==> config.mk <==
export PLATFORM = sky130hd
export DESIGN_NAME = run_controller_flat
export DESIGN_NICKNAME = d
export VERILOG_FILES = /design/src/rtl/run_controller_if.sv /design/src/rtl/run_controller.sv /design/src/flat_wrapper.sv
export SDC_FILE = /design/constraint.sdc
export NUM_CORES = 1
export LEC_CHECK = 0
export ABC_CLOCK_PERIOD_IN_PS = 2600
export CAP_MARGIN = 20
export CORE_MARGIN = 1
export CORE_UTILIZATION = 50
export CTS_CLUSTER_DIAMETER = 200
export DETAILED_ROUTE_END_ITERATION = 6
export GPL_TIMING_DRIVEN = 0
export PLACE_DENSITY = 0.78
export SLEW_MARGIN = 10
export SYNTH_ARGS = -nofsm -noshare
export SYNTH_HDL_FRONTEND = slang
export SYNTH_SLANG_ARGS = --single-unit
export TNS_END_PERCENT = 30
==> constraint.sdc <==
create_clock -name clk -period 2.6 [get_ports clk]
set_clock_uncertainty 0.2 [all_clocks]
set_input_delay 0.52 -clock clk [delete_from_list [all_inputs] [get_ports clk]]
set_output_delay 0.52 -clock clk [all_outputs]
set_load 0.01 [all_outputs]
==> src/rtl/run_controller_if.sv <==
// Command channel from the debug/command source into the run controller.
// A command is taken on any cycle where cmd_valid and cmd_ready are both high.
interface run_controller_if #(
  parameter int CNT_WIDTH = 32
);
  logic                 cmd_valid;
  logic                 cmd_ready;
  logic [2:0]           cmd;
  logic [CNT_WIDTH-1:0] cmd_arg;

  modport master (output cmd_valid, output cmd, output cmd_arg, input cmd_ready);
  modport slave  (input cmd_valid, input cmd, input cmd_arg, output cmd_ready);
endinterface

==> src/rtl/run_controller.sv <==
// Execution controller for the 8-bit machine: stretches CPU reset, gates the CPU
// clock enable for run / step / run-N / breakpoints, and counts cycles and instructions.
module run_controller #(
  parameter int ADDR_WIDTH   = 8,
  parameter int CNT_WIDTH    = 32,
  parameter int NUM_BP       = 2,
  parameter int RESET_CYCLES = 4,
  parameter bit AUTO_RUN     = 1'b0
) (
  input  logic                         clk,
  input  logic                         reset,
  run_controller_if.slave              cmd_bus,
  input  logic [NUM_BP*ADDR_WIDTH-1:0] bp_addr,
  input  logic [NUM_BP-1:0]            bp_en,
  input  logic                         cpu_fetch,
  input  logic                         cpu_instr_done,
  input  logic [ADDR_WIDTH-1:0]        cpu_pc,
  input  logic                         cpu_halted,
  output logic                         cpu_reset,
  output logic                         cpu_clk_en,
  output logic [2:0]                   state,
  output logic [2:0]                   stop_reason,
  output logic                         stopped,
  output logic [CNT_WIDTH-1:0]         cycle_count,
  output logic [CNT_WIDTH-1:0]         instr_count
);

  localparam logic [2:0] ST_RESET  = 3'd0;
  localparam logic [2:0] ST_PAUSED = 3'd1;
  localparam logic [2:0] ST_RUN    = 3'd2;
  localparam logic [2:0] ST_STEP   = 3'd3;
  localparam logic [2:0] ST_HALTED = 3'd4;

  localparam logic [2:0] CMD_RUN        = 3'd1;
  localparam logic [2:0] CMD_STEP       = 3'd2;
  localparam logic [2:0] CMD_RUN_N      = 3'd3;
  localparam logic [2:0] CMD_PAUSE      = 3'd4;
  localparam logic [2:0] CMD_SOFT_RESET = 3'd5;

  localparam logic [2:0] WHY_NONE  = 3'd0;
  localparam logic [2:0] WHY_STEP  = 3'd1;
  localparam logic [2:0] WHY_COUNT = 3'd2;
  localparam logic [2:0] WHY_BREAK = 3'd3;
  localparam logic [2:0] WHY_HALT  = 3'd4;
  localparam logic [2:0] WHY_PAUSE = 3'd5;

  localparam int RST_CNT_W = (RESET_CYCLES > 1) ? $clog2(RESET_CYCLES) : 1;
  localparam logic [RST_CNT_W-1:0] RST_LAST = RST_CNT_W'(RESET_CYCLES - 1);

  logic [2:0]           state_reg, state_next;
  logic [RST_CNT_W-1:0] rst_cnt_reg, rst_cnt_next;
  logic [CNT_WIDTH-1:0] remaining_reg, remaining_next;
  logic                 count_mode_reg, count_mode_next;
  logic                 pause_pending_reg, pause_pending_next;
  logic                 bp_skip_reg, bp_skip_next;
  logic [2:0]           stop_reason_reg, stop_reason_next;
  logic                 stopped_reg, stopped_next;
  logic [CNT_WIDTH-1:0] cycle_count_reg, cycle_count_next;
  logic [CNT_WIDTH-1:0] instr_count_reg, instr_count_next;

  logic              accept;
  logic              soft_reset;
  logic [NUM_BP-1:0] bp_match;
  logic              bp_hit;
  logic              boundary;

  assign accept     = cmd_bus.cmd_valid && cmd_bus.cmd_ready;
  assign soft_reset = accept && (cmd_bus.cmd == CMD_SOFT_RESET);

  generate
    for (genvar gi = 0; gi < NUM_BP; gi++) begin : g_bp
      assign bp_match[gi] = bp_en[gi] && (bp_addr[gi*ADDR_WIDTH +: ADDR_WIDTH] == cpu_pc);
    end
  endgenerate

  // Combinational so the breakpointed instruction is frozen at its fetch cycle.
  assign bp_hit   = (state_reg == ST_RUN) && cpu_fetch && !bp_skip_reg && (|bp_match);
  assign boundary = cpu_instr_done && cpu_clk_en;

  always_ff @(posedge clk) begin
    if (reset) begin
      state_reg         <= ST_RESET;
      rst_cnt_reg       <= '0;
      remaining_reg     <= '0;
      count_mode_reg    <= 1'b0;
      pause_pending_reg <= 1'b0;
      bp_skip_reg       <= 1'b0;
      stop_reason_reg   <= WHY_NONE;
      stopped_reg       <= 1'b0;
      cycle_count_reg   <= '0;
      instr_count_reg   <= '0;
    end else begin
      state_reg         <= state_next;
      rst_cnt_reg       <= rst_cnt_next;
      remaining_reg     <= remaining_next;
      count_mode_reg    <= count_mode_next;
      pause_pending_reg <= pause_pending_next;
      bp_skip_reg       <= bp_skip_next;
      stop_reason_reg   <= stop_reason_next;
      stopped_reg       <= stopped_next;
      cycle_count_reg   <= cycle_count_next;
      instr_count_reg   <= instr_count_next;
    end
  end

  always_comb begin
    state_next         = state_reg;
    rst_cnt_next       = rst_cnt_reg;
    remaining_next     = remaining_reg;
    count_mode_next    = count_mode_reg;
    pause_pending_next = pause_pending_reg;
    bp_skip_next       = bp_skip_reg;
    stop_reason_next   = stop_reason_reg;
    stopped_next       = 1'b0;

    case (state_reg)
      ST_RESET: begin
        if (rst_cnt_reg == RST_LAST) begin
          state_next   = AUTO_RUN ? ST_RUN : ST_PAUSED;
          bp_skip_next = AUTO_RUN;
        end else begin
          rst_cnt_next = rst_cnt_reg + RST_CNT_W'(1);
        end
      end
      ST_PAUSED: begin
        if (accept) begin
          case (cmd_bus.cmd)
            CMD_RUN: begin
              state_next      = ST_RUN;
              count_mode_next = 1'b0;
              bp_skip_next    = 1'b1;
            end
            CMD_STEP: begin
              state_next   = ST_STEP;
              bp_skip_next = 1'b1;
            end
            CMD_RUN_N: begin
              if (cmd_bus.cmd_arg == '0) begin
                stop_reason_next = WHY_COUNT;
              end else begin
                state_next      = ST_RUN;
                count_mode_next = 1'b1;
                remaining_next  = cmd_bus.cmd_arg;
                bp_skip_next    = 1'b1;
              end
            end
            default: ;
          endcase
        end
      end
      ST_RUN: begin
        if (accept && cmd_bus.cmd == CMD_PAUSE)
          pause_pending_next = 1'b1;
        if (boundary) begin
          bp_skip_next = 1'b0;
          if (count_mode_reg)
            remaining_next = remaining_reg - CNT_WIDTH'(1);
        end
        // Stop causes in priority order; a pending PAUSE waits for a boundary.
        if (cpu_halted) begin
          state_next         = ST_HALTED;
          stop_reason_next   = WHY_HALT;
          stopped_next       = 1'b1;
          pause_pending_next = 1'b0;
        end else if (bp_hit) begin
          state_next         = ST_PAUSED;
          stop_reason_next   = WHY_BREAK;
          stopped_next       = 1'b1;
          pause_pending_next = 1'b0;
        end else if (boundary && count_mode_reg && remaining_reg == CNT_WIDTH'(1)) begin
          state_next         = ST_PAUSED;
          stop_reason_next   = WHY_COUNT;
          stopped_next       = 1'b1;
          pause_pending_next = 1'b0;
        end else if (boundary && pause_pending_reg) begin
          state_next         = ST_PAUSED;
          stop_reason_next   = WHY_PAUSE;
          stopped_next       = 1'b1;
          pause_pending_next = 1'b0;
        end
      end
      ST_STEP: begin
        if (cpu_halted) begin
          state_next       = ST_HALTED;
          stop_reason_next = WHY_HALT;
          stopped_next     = 1'b1;
        end else if (boundary) begin
          state_next       = ST_PAUSED;
          stop_reason_next = WHY_STEP;
          stopped_next     = 1'b1;
          bp_skip_next     = 1'b0;
        end
      end
      ST_HALTED: ;
      default: state_next = ST_RESET;
    endcase

    if (soft_reset) begin
      state_next         = ST_RESET;
      rst_cnt_next       = '0;
      remaining_next     = '0;
      count_mode_next    = 1'b0;
      pause_pending_next = 1'b0;
      bp_skip_next       = 1'b0;
      stop_reason_next   = WHY_NONE;
      stopped_next       = 1'b0;
    end
  end

  // Saturating counters; a soft reset clears them on its acceptance edge.
  always_comb begin
    cycle_count_next = cycle_count_reg;
    instr_count_next = instr_count_reg;
    if (soft_reset) begin
      cycle_count_next = '0;
      instr_count_next = '0;
    end else begin
      if (cpu_clk_en && cycle_count_reg != '1)
        cycle_count_next = cycle_count_reg + CNT_WIDTH'(1);
      if (boundary && instr_count_reg != '1)
        instr_count_next = instr_count_reg + CNT_WIDTH'(1);
    end
  end

  always_comb begin
    cpu_reset         = (state_reg == ST_RESET);
    cmd_bus.cmd_ready = (state_reg != ST_RESET);
    cpu_clk_en        = ((state_reg == ST_RUN) || (state_reg == ST_STEP)) && !bp_hit;
    state             = state_reg;
    stop_reason       = stop_reason_reg;
    stopped           = stopped_reg;
    cycle_count       = cycle_count_reg;
    instr_count       = instr_count_reg;
  end

endmodule
==> src/flat_wrapper.sv <==
// flat-port wrapper written by rule: the top's interface ports become plain ports
module run_controller_flat 
#(
  parameter int ADDR_WIDTH   = 8,
  parameter int CNT_WIDTH    = 32,
  parameter int NUM_BP       = 2,
  parameter int RESET_CYCLES = 4,
  parameter bit AUTO_RUN     = 1'b0
)
  (clk, reset, bp_addr, bp_en, cpu_fetch, cpu_instr_done, cpu_pc, cpu_halted, cpu_reset, cpu_clk_en, state, stop_reason, stopped, cycle_count, instr_count, cmd_bus_cmd_valid, cmd_bus_cmd, cmd_bus_cmd_arg, cmd_bus_cmd_ready);
  run_controller_if #(.CNT_WIDTH(CNT_WIDTH)) cmd_bus_i ();
  input  logic clk;
  input  logic reset;
  input  logic [NUM_BP*ADDR_WIDTH-1:0] bp_addr;
  input  logic [NUM_BP-1:0] bp_en;
  input  logic cpu_fetch;
  input  logic cpu_instr_done;
  input  logic [ADDR_WIDTH-1:0] cpu_pc;
  input  logic cpu_halted;
  output logic cpu_reset;
  output logic cpu_clk_en;
  output logic [2:0] state;
  output logic [2:0] stop_reason;
  output logic stopped;
  output logic [CNT_WIDTH-1:0] cycle_count;
  output logic [CNT_WIDTH-1:0] instr_count;
  input wire logic [$bits(cmd_bus_i.cmd_valid)-1:0] cmd_bus_cmd_valid;
  input wire logic [$bits(cmd_bus_i.cmd)-1:0] cmd_bus_cmd;
  input wire logic [$bits(cmd_bus_i.cmd_arg)-1:0] cmd_bus_cmd_arg;
  output wire logic [$bits(cmd_bus_i.cmd_ready)-1:0] cmd_bus_cmd_ready;
  assign cmd_bus_i.cmd_valid = cmd_bus_cmd_valid;
  assign cmd_bus_i.cmd = cmd_bus_cmd;
  assign cmd_bus_i.cmd_arg = cmd_bus_cmd_arg;
  assign cmd_bus_cmd_ready = cmd_bus_i.cmd_ready;
  run_controller #(.ADDR_WIDTH(ADDR_WIDTH), .CNT_WIDTH(CNT_WIDTH), .NUM_BP(NUM_BP), .RESET_CYCLES(RESET_CYCLES), .AUTO_RUN(AUTO_RUN)) u_core (.clk(clk), .reset(reset), .cmd_bus(cmd_bus_i), .bp_addr(bp_addr), .bp_en(bp_en), .cpu_fetch(cpu_fetch), .cpu_instr_done(cpu_instr_done), .cpu_pc(cpu_pc), .cpu_halted(cpu_halted), .cpu_reset(cpu_reset), .cpu_clk_en(cpu_clk_en), .state(state), .stop_reason(stop_reason), .stopped(stopped), .cycle_count(cycle_count), .instr_count(instr_count));
endmodule
# --- Yosys cells after proc, flatten, opt, wreduce, memory -nomap -nowiden ---
# Cells that the tools add are included.
word_totals:
  reg_bits: 108
  in_bits: 67
  out_inout_bits: 74
  wordCells: 126
classes:
  n_addsub: 4
  eq_ne: 29
  n_mux: 45
  bitwise_logic: 2
  reduce_logical: 36
op_table:
  columns: ["cell", "n"]
  rows:
  - ["$mux 32", 5]
  - ["$add 32x1->32 const B", 2]
  - ["$ne 32x32->1 const B", 2]
  - ["$pmux 32 s2", 1]
  - ["$mux 3", 16]
  - ["$eq 32x1->1 const B", 1]
  - ["$logic_not 32->1", 1]
  - ["$sub 32x1->32 const B", 1]
  - ["$pmux 3 s3", 2]
  - ["$reduce_and 6->1", 3]
  - ["$eq 8x8->1", 2]
  - ["$mux 1", 16]
  - ["$logic_and 1x1->1", 15]
  - ["$pmux 3 s5", 1]
  - ["$eq 3x2->1 const B", 4]
  - ["$ne 2x1->1 const B", 6]
  - ["$eq 3x3->1 const B", 3]
  - ["$reduce_and 7->1", 1]
  - ["$eq 3x1->1 const B", 2]
  - ["$ne 2x2->1 const B", 3]
  - ["$ne 3x2->1 const B", 2]
  - ["$pmux 1 s2", 3]
  - ["$reduce_bool 3->1", 2]
  - ["$reduce_or 2->1", 3]
  - ["15 further kinds", 19]

# --- Longest topological paths before layout ---
logic_depth:
  ltp_word: 13
  mapped_depth: 10
  ltp_nobuf: 8

# --- Worst setup path before layout ---
# OpenSTA, ideal clock, no wires.
synth_path:
  path_type: "flip-flop to flip-flop"
  start: "register u_core.remaining_reg[18]"
  end: "register u_core.remaining_reg[29]"
  setup_time_ns: 0.137
  t_arrival_ns: 2.071
  required_time_ns: 2.263
  slack_ns: 0.192
  stages_incl_launch_ff: 8
  path_buffers: 0
  synth_period_minus_slack_ns: 2.408
  cell_sequence: "dfxtp_1 -> or4_1 -> or3_4 -> nor3_4 -> nand2_2 -> or4_1 -> o21ai_0 -> a211oi_1"
synth_via:
  elab_chain_cells: 4
synth_lines:
  columns: ["element", "line", "text"]
  rows:
  - ["start: declaration", "run_controller.sv:52", "logic [CNT_WIDTH-1:0] remaining_reg, remaining_next;"]
  - ["start signal: assignment", "run_controller.sv:95", "remaining_reg <= remaining_next;"]
  - ["$sub 32x1->32", "run_controller.sv:157", "remaining_next = remaining_reg - CNT_WIDTH'(1);"]
  - ["$mux 32", "run_controller.sv:156", "if (count_mode_reg)"]
  - ["$mux 32", "run_controller.sv:154", "if (boundary) begin"]
  - ["$pmux 32 s2", "run_controller.sv:116", "case (state_reg)"]
# No other way between the ends. The select of a mux whose other input is x is not followed.
# A chain may end at the register's enable or synchronous reset.

# --- Final worst setup path ---
layout_path:
  start: "input port bp_addr[13]"
  end: "output port cpu_clk_en"
layout_via:
  elab_chain_cells: 6
layout_lines:
  columns: ["element", "line", "text"]
  rows:
  - ["start: declaration", "flat_wrapper.sv:14", "input logic [NUM_BP*ADDR_WIDTH-1:0] bp_addr;"]
  - ["$eq 8x8->1", "run_controller.sv:72", "assign bp_match[gi] = bp_en[gi] && (bp_addr[gi*ADDR_WIDTH +: ADDR_WIDTH] == cpu_pc);"]
  - ["$logic_and 1x1->1", "run_controller.sv:72", null]
  - ["$reduce_or 2->1", "run_controller.sv:77", "assign bp_hit = (state_reg == ST_RUN) && cpu_fetch && !bp_skip_reg && (|bp_match);"]
  - ["$logic_and 1x1->1", "run_controller.sv:77", null]
  - ["$logic_not 1->1", "run_controller.sv:228", "cpu_clk_en = ((state_reg == ST_RUN) || (state_reg == ST_STEP)) && !bp_hit;"]
  - ["$logic_and 1x1->1", "run_controller.sv:228", null]
  - ["end: declaration", "flat_wrapper.sv:21", "output logic cpu_clk_en;"]
# No other way between the ends.

==> summary.md <==
| Metric | Value |
|---|---|
| Startpoint types | primary input |
| Final net count | approximately 1000 |
| Clk Latency, worst-skew pair | roughly 0.36 ns |
| Tot Pwr | 5.21 mW |
| CP endpoint kind | output pin |
| Vias in the first global route | 6540 |
| Relative slew slack | between 50% and 60% |
| Hold slack | 0.267 ns |
| Synth top area share | between 30 and 40% |
| CP most frequent cell | nor3_4 |
| Yosys Warn Count | 0 |
| Most frequent cell after synthesis | dfxtp_1 |
| Post-DP HPWL | 14900 um |
| Placeable Area | around 12000 um^2 |
| Slowest stage delay, CP | between 0.4 and 0.5 ns |
| DRC errors left | 6 |
| Initial antenna violation count | 0 |
| Worst-path clk slew | 0.07 ns |
| Number of placement rows | 39 |
| Clk network pwr share | 27.5% |
| Commonest cells in the netlist | dfxtp_1 (108), nor2_1 (102), nand2_1 (60), a21oi_1 (53) |
| Violated checks | design-rule violations, negative setup slack |
| Syn-to-layout area delta | 38.6% |
| Area of the die | about 13000 um^2 |
| WL/cell | 19.2 um |
| Final setup fails | 1 |
| Synth Register Bits | 108 |
| Placed instance area | 7620 um^2 |
| Worst R2R Setup Slack | 0.04 ns |
| Port bufs | 139 |
| CTS Buffer Depth | 2 |
| Critical hold path startpoint | u_core.stop_reason[2] |
| Cell variety after synth | 60 |
| Placed insts | 1070 |
| Hold Path Depth | 2 |
| CTS tree | done |
| Asr flop ratio synth | 0% |
| Initial core utilization | 52.1% |
| Antenna viol nets, final | 0 |
| Sequential Power Share | ~36% |
| Cts bufs inserted | 9 |
| Worst Hold Class | flip-flop to flip-flop |
| Synth Instances | 788 |
| Synth area leaders | dfxtp_1 (36%), nor2_1 (6.3%), xor2_1 (6.2%) |
| Number of non-filler instances in the completed layout | 1102 |
| Fmax | 373 MHz |
| Syn_nets | 860 |
| Power per Cell Area | 621 nW/um^2 |
| VDD IR max | 0.000460 V |
| CP cell instances | clkdlybuf4s50_1 > xnor2_1 > nand4_1 > nor3_4 > nor3_4 > clkbuf_8 > buf_6 |
| Vias/cell | 6.18 |
| Post-synthesis sequential area ratio | a little over a third |
| Die Ht | between 100 and 150 um |
| Measured slew at the worst slew-check pin | about 0.72 ns |
| Crit-path max FO | 2 |
| Post-synth top area cell | dfxtp_1 |
| Setup WS pre-CTS | -1.19 ns |
| Register-to-Register Path Depth | 7 |
| Final setup margin | -0.0807 ns |
| Register Area | roughly 2200 um^2 |
| Comb pwr share | 36.3% |
| GRT overflow | 0 |
| H-tree levels | 3 |
| Crit Path Class | primary input to output pin |
| Setup tns final | -0.0807 ns |
| Reg-to-Reg Start | u_core.remaining_reg[18] |
| Ant diodes | 0 |
| Req. time, crit path | 1.88 ns |
| Largest net degree at the start of global routing | 18 |
| RSZ-0062 raised after global routing | true |
| Hold EP | u_core.stop_reason[2] |
| Switching fraction of total power | a little under two fifths |
| Cell family with the largest share of critical-path delay | buffers and inverters |
| # Max-Cap Violations | 0 |
| Layout cells sized above 1 | 12.7% |
| Clock sink total | roughly 110 |
| FF-to-FF End | u_core.remaining_reg[29] |
| P_int | about 3.3 mW |
| Psw | 1.96 mW |
| Die Wd | roughly 110 um |
| Root buffer cell | clkbuf_16 |
| Fin. max-slew vios | 0 |
| Initial detailed-routing violation count | slightly below 700 |
| WL final | 21100 um |
| Netlist area before placement | just over 6000 um^2 |
| Tcrit/Tclk final | 103% |
| Final core area utilization | 72.2% |
| DRT Pass-1 Iters | 7 |
| Leakage | 3.04 nW |
| Sum of buffers and inverters on the critical path | 3 |
| Mean Syn Cell Area | 7.68 um^2 |
| Status | complete, but fails checks |
| Most used DFF post-synth | dfxtp_1 |
| First-pass GRT wire length | around 34000 um |
| FILL cells | 921 |
| Crit path time final | 2.68 ns |
| Final count of hold timing violations | 0 |
| Post-synth EDFFs | 0 |
| Boundary pin count | between 100 and 150 |
| GR Util All Layers | 33.6% |
| Design Area, Final | 8390 um^2 |
| Slowest-stage cell, CP | clkdlybuf4s50_1 |
| Gpl congestion | roughly 0.94 |
| Footprint of the multi-input gates | ~3900 um^2 |
| Vias | 6810 |
| WP data arrival | 1.96 ns |
-- kinds of logic (layout without fill, tap and decap cells) --
| group | after synthesis | count (layout) | synth area share [%] |
|---|---|---|---|
| XOR/XNOR | 65 | 65 | 9.41 |
| flip-flops | 108 | 108 | 35.7 |
| multiplexers | 3 | 3 | 0.496 |
| adder cells (fa/ha/maj) | 5 | 5 | 1.03 |
| buffers and inverters | 60 | 231 | 3.95 |
| AND/OR/NAND/NOR | 383 | 383 | 32.9 |
| AO/OA/AOI/OAI | 164 | 164 | 16.5 |
-- per-layer routing --
layer,vias to the layer above,global-route usage (%),wire length (um)
li1,3200,-,-
met1,3231,42.0,8870
met2,339,57.2,10200
met3,40,6.97,1680
met4,0,11.7,325
met5,-,0,0
-- worst min-delay path: stages, from the launching register on --
cell,delay (ns)
dfxtp_1,0.32
nand2_1,0.05
o21ai_0,0.06
-- power by group through the flow --
stage | registers [mW] | logic [mW] | clock network, mW
2_1_floorplan | 1.88 | 1.20 | 0
3_3_place_gp | 1.90 | 1.68 | 0
3_5_place_dp | 1.91 | 1.71 | 0
4_1_cts | 1.87 | 1.77 | 1.44
5_1_grt | 1.90 | 2.05 | 1.50
6_report | 1.89 | 1.89 | 1.43
-- layout make-up --
cell class	count	share of cell area [%]
plain buffers	41	3.00
clock buffers	11	2.89
clock inverters	5	0.701
inverters	16	0.716
flip-flops and latches	108	25.9
multi-input cells	620	46.3
well taps	143	2.13
repair buffers	158	18.4
-- repair_timing --
item	4_1_cts	5_1_grt
hold buffers	0	0
setup buffers	10	9
pin swaps	14	16
cloned	0	0
resized for setup	64	64
setup endpoints to repair	103	104
-- worst max path at each step --
stage / cells after the start / slack (ns) / startpoint / endpoint
2_1_floorplan: 7 / 0.19 / u_core.remaining_reg[18] / u_core.remaining_reg[29]
3_3_place_gp: 7 / -1.19 / cpu_pc[1] / cpu_clk_en
3_5_place_dp: 7 / -1.19 / cpu_pc[3] / cpu_clk_en
4_1_cts: 7 / -0.09 / bp_addr[5] / cpu_clk_en
5_1_grt: 7 / -0.13 / bp_addr[12] / cpu_clk_en
6_report: 7 / -0.08 / bp_addr[13] / cpu_clk_en
-- cell usage in the layout, fill, tap and decap left out, drive strengths merged, types with 5 or more instances in the layout --
cell	synthesis	final
nand3	50	50
ha	5	5
nor4	16	16
o31ai	6	6
clkdlybuf4s50	0	122
a31oi	8	8
inv	16	17
clkbuf	33	37
and2	8	8
dlygate4sd2	0	10
a21oi	53	53
o211ai	5	5
or3	15	15
nor2	103	103
dfxtp	108	108
nor3	42	42
and3	18	18
xor2	43	43
buf	11	35
nand4	45	45
o21ai	52	52
dlymetal6s2s	0	6
and4	5	5
or4	5	5
nand2	61	61
xnor2	22	22
a211oi	8	8
Power figures use the tool's default switching activity.
